## src/rtl/operand_collector.sv

```systemverilog
// Calculator front end: collects two packed-BCD operands and an operator from
// a stream of ASCII key codes, then signals the calculate stage to start.
module operand_collector #(
  parameter int         DIGITS  = 3,
  parameter logic [7:0] KEY_CLR = 8'h78
) (
  input  logic                  clk,
  input  logic                  rst,
  input  logic                  key_valid,
  input  logic [7:0]            key_code,
  output logic [4*DIGITS-1:0]   reg_num1,
  output logic [4*DIGITS-1:0]   reg_num2,
  output logic [7:0]            sym,
  output logic [1:0]            cnt1,
  output logic [1:0]            cnt2,
  output logic                  calc_start,
  output logic                  err,
  output logic [1:0]            state
);

  localparam int         W       = 4 * DIGITS;
  localparam logic [1:0] CNT_MAX = 2'(DIGITS);

  typedef enum logic [1:0] {
    S_NUM1 = 2'd0,
    S_NUM2 = 2'd1,
    S_DONE = 2'd2
  } state_t;

  state_t         state_q, state_n;
  logic [W-1:0]   num1_n, num2_n;
  logic [7:0]     sym_n;
  logic [1:0]     cnt1_n, cnt2_n;
  logic           start_n, err_n;
  logic           is_digit, is_op, is_eq;

  assign is_digit = (key_code >= 8'h30) && (key_code <= 8'h39);
  assign is_op    = (key_code >= 8'h61) && (key_code <= 8'h64);
  assign is_eq    = (key_code == 8'h65);
  assign state    = state_q;

  always_ff @(posedge clk) begin
    if (rst) begin
      state_q    <= S_NUM1;
      reg_num1   <= '0;
      reg_num2   <= '0;
      sym        <= 8'h00;
      cnt1       <= 2'd0;
      cnt2       <= 2'd0;
      calc_start <= 1'b0;
      err        <= 1'b0;
    end else begin
      state_q    <= state_n;
      reg_num1   <= num1_n;
      reg_num2   <= num2_n;
      sym        <= sym_n;
      cnt1       <= cnt1_n;
      cnt2       <= cnt2_n;
      calc_start <= start_n;
      err        <= err_n;
    end
  end

  always_comb begin
    state_n = state_q;
    num1_n  = reg_num1;
    num2_n  = reg_num2;
    sym_n   = sym;
    cnt1_n  = cnt1;
    cnt2_n  = cnt2;
    start_n = 1'b0;
    err_n   = 1'b0;

    if (key_valid) begin
      // Clear wins over every other interpretation of the key, in any state.
      if (key_code == KEY_CLR) begin
        state_n = S_NUM1;
        num1_n  = '0;
        num2_n  = '0;
        sym_n   = 8'h00;
        cnt1_n  = 2'd0;
        cnt2_n  = 2'd0;
      end else begin
        unique case (state_q)
          S_NUM1: begin
            if (is_digit) begin
              if (cnt1 < CNT_MAX) begin
                num1_n = {reg_num1[W-5:0], key_code[3:0]};
                cnt1_n = cnt1 + 2'd1;
              end else begin
                err_n = 1'b1;
              end
            end else if (is_op && cnt1 != 2'd0) begin
              sym_n   = key_code;
              state_n = S_NUM2;
            end else begin
              err_n = 1'b1;
            end
          end
          S_NUM2: begin
            if (is_digit) begin
              if (cnt2 < CNT_MAX) begin
                num2_n = {reg_num2[W-5:0], key_code[3:0]};
                cnt2_n = cnt2 + 2'd1;
              end else begin
                err_n = 1'b1;
              end
            end else if (is_op && cnt2 == 2'd0) begin
              // Operator can still be changed until the second operand starts.
              sym_n = key_code;
            end else if (is_eq && cnt2 != 2'd0 &&
                         !(sym == 8'h64 && reg_num2 == '0)) begin
              state_n = S_DONE;
              start_n = 1'b1;
            end else begin
              err_n = 1'b1;
            end
          end
          S_DONE: begin
            if (is_digit) begin
              num1_n  = {{(W-4){1'b0}}, key_code[3:0]};
              num2_n  = '0;
              cnt1_n  = 2'd1;
              cnt2_n  = 2'd0;
              state_n = S_NUM1;
            end else if (!(is_op || is_eq)) begin
              err_n = 1'b1;
            end
          end
          default: begin
            state_n = S_NUM1;
          end
        endcase
      end
    end
  end

endmodule

```

## config.mk

```make
export PLATFORM = sky130hd
export DESIGN_NAME = operand_collector
export DESIGN_NICKNAME = d
export VERILOG_FILES = /design/src/rtl/operand_collector.sv
export SDC_FILE = /design/constraint.sdc
export NUM_CORES = 1
export LEC_CHECK = 0
export ABC_AREA = 1
export CAP_MARGIN = 20
export CORE_AREA = 2 2 75 77
export CTS_CLUSTER_DIAMETER = 30
export DETAILED_ROUTE_END_ITERATION = 8
export DIE_AREA = 0 0 77 79
export PLACE_DENSITY_LB_ADDON = 0.3
export SYNTH_ARGS = -nofsm -noshare
export SYNTH_HDL_FRONTEND = slang
export SYNTH_SLANG_ARGS = --single-unit
export TNS_END_PERCENT = 20
```

## constraint.sdc

```tcl
create_clock -name clk -period 1.4 [get_ports clk]
set_input_delay 0.35 -clock clk [delete_from_list [all_inputs] [get_ports clk]]
set_output_delay 0.35 -clock clk [all_outputs]
set_load 0.1 [all_outputs]
```

==> results.ini <==
[critical_path]
crit_top_cell=nor2_4
critical_path_buf_inv_count=3
max_stage_delay_ps=420
reg2reg_from=state[0]
end_kind=flip-flop
cp.arrival_ps=1740
start_kind=flip-flop
worstPathRequired_ps=1610
crit_fanout=13
reg2reg_slack_ps=-140
crit_type=reg -> reg
r2r-end=reg_num2[3]
cp_slowest_cell=dfxtp_4
reg2reg_depth=10
critPathTopFamily=simple AND/OR/NAND/NOR gates
crit_path_cell_trace=inv_4 > nor2_4 > buf_12 > nand2_4 > nor2_4 > nor2_4 > nand3_4 > inv_8 > o21ai_1 > nor2_1

[clocking]
clk_pin_slew_worst_paths_ps=80
cts_buffers=5
cts_root_buf=clkbuf_8
htree_num_levels=2
clockBufferDepth=2
ctsHoldBuffers=0
cts.sinks=40
worstSkewPairLatency_ps=320
cts_tree=built

[final_layout]
fillers=371
final_area_sq_um=3970
multi_input_area_sq_um=1310
syn2layout_area_growth_pct=95.0
seqCellArea_sq_um=851
nets=433
layout-drive-gt1-share_pct=55.6
antenna_cells=0

[synthesis]
synth_edf_count=0
syn_area_per_cell_sq_um=6.84
synth_cells=298
muxShareOfSynthArea_pct=0
ys_types=29
synth_most_common_cell=nand2_1
synthTopCellsByCount=61 x nand2_1, 57 x nor2_1, 40 x dfxtp_1, 26 x inv_1, 23 x nand3_1
synth_fp_nets=313
synth_area_leaders=dfxtp_1 39%, nand2_1 11%, nor2_1 11%
ys_ff_latch=40
synth_xor_area_share_pct=0
synth_fa_ha_area_share_pct=2.46
yosys_warnings=0
synthSimpleGateAreaFrac_pct=36.4
yosysTopAreaCell=dfxtp_1
async_flop_share_pct=0
syn_area_sq_um=2040
synth_top_area_share_pct=39.3
ys_seq_area_share_pct=39.3
synth_top_family_by_area=simple AND/OR/NAND/NOR gates
synth_compound_area_share_pct=12.5
ys.flop_type=dfxtp_1

[die]
num_io_pins=51
core_sq_um=5340
start_util_pct=38.2
die_y_um=79
die_area_sq_um=6080
fp.dieW_um=77
rows=27

[routing]
drt_iter0_drc=195
drc=0
wl_per_cell_um=15.5
ant_nets=0
routed_wl_um=7600
vias_per_cell=5.13
dr.pass1.iters=5
num_vias=2517

[sta]
timing.setup.tns_ps=-1720
clock_skew_ps=7.70
post-route-min-period_ps=1540
rsz0062_at_grt=true
setup_ws_ps=-138
finalHoldViolCount=0
period_share_pct=110
worstMarginPinSlew_ps=364
setup_viol=26
drv_slew=0
relSlewSlack_pct=75.7
max_freq_mhz=650

[worst_hold_path]
hp-class=reg -> reg
min_path_cells=2
min_from=sym[4]
hold_end=sym[4]

[run_status]
status=finished, violations left
violations=setup timing

[flow_run]
maxCapViolations=0

[grt]
grt_pass1_vias=2470
antenna_found_initial=0
grt_pass1_wl_um=11300
grt_max_degree=19
grt.total_usage_pct=23.5
overflow=0

[pwr]
p_per_area_nw_per_um2=1340
power_mw=5.34
vdd_drop_max_mv=0.790
leakage_nw=1.71

[placement]
globalplace.congestion=0.877
placed_cell_area_sq_um=3470
portBuffers=50
dp_hpwl_um=4720

## per-stage QoR
step,util (%),setup slack [ps],hold slack (ps),instances
after floorplan,-,-179,501,298
final,74.4,-138,458,491
after global routing,74.4,-165,492,491
after detailed placement,65.1,-830,453,469
after global placement,65.1,-763,440,469
after CTS,71.3,-44.6,465,488
## layout make-up
class / count / area share [%]
repair buffers: 121 / 36.3
multi-input cells: 213 / 33.1
flip-flops and latches: 40 / 21.4
inverters: 37 / 4.13
clock buffers: 6 / 2.36
well taps: 72 / 2.27
clock inverters: 2 / 0.441
## what timing repair did
| item | in CTS | in global routing |
|---|---|---|
| gates cloned | 1 | 0 |
| resized for setup | 89 | 37 |
| pin swaps | 27 | 15 |
| setup buffers | 10 | 3 |
| setup endpoints to repair | 40 | 40 |
## power by group
group | switching (mW) | total (mW) | internal [mW]
registers | 0.153 | 1.44 | 1.28
logic | 1.85 | 2.97 | 1.13
clock network | 0.465 | 0.930 | 0.465
total | 2.46 | 5.34 | 2.87
## cell families (layout without fill, tap and decap cells)
family / count (synthesis) / in the layout
AOI/OAI and AO/OA: 45 / 45
adders and majority gates: 4 / 4
buffers and inverters: 46 / 166
DFF: 40 / 40
and+or+nand+nor: 163 / 164
## flip-flops by register name, summed over array words and instances, names as in the netlist
register,count
sym,8
state,2
calc_start,1
reg_num1,12
cnt1,2
cnt2,2
err,1
reg_num2,12
## layer usage
layer | GRT usage [%] | vias up | routed length (um)
met5 | 0 | - | 0
met4 | 9.29 | 0 | 194
met3 | 5.80 | 22 | 432
met2 | 44.7 | 125 | 4140
met1 | 24.9 | 1179 | 2830
li1 | - | 1191 | -
## worst max path at each step
stage / slack, ps / end / startpoint / depth (start not counted)
4_1_cts: -40 / reg_num2[1] / state[0] / 8
2_1_floorplan: -180 / reg_num2[9] / state[1] / 9
3_3_place_gp: -760 / sym[5] / key_code[6] / 12
5_1_grt: -170 / reg_num2[8] / state[0] / 10
3_5_place_dp: -830 / reg_num2[4] / key_code[1] / 10
6_report: -140 / reg_num2[3] / state[0] / 10
## worst min-delay path, delay by kind of cell (launching register included)
kind                   cells  cell delay [ps]
buffers and inverters      1               60
DFF                        1              320
and+or+nand+nor            1               50
## layout by cell type, fill, tap and decap left out, drive strengths merged
master,synthesis,final
o21a,1,1
a21oi,25,25
clkbuf,4,6
buf,5,119
o21ai,17,17
dfxtp,40,40
nand4,2,2
nand2,63,63
inv,36,35
nor3,3,3
nor2,64,65
nor4,1,1
ha,4,4
a211oi,2,2
nand3,29,29
nor3b,1,1
clkdlybuf4s50,0,2
clkinv,1,4
(Power assumes the default switching activity.)
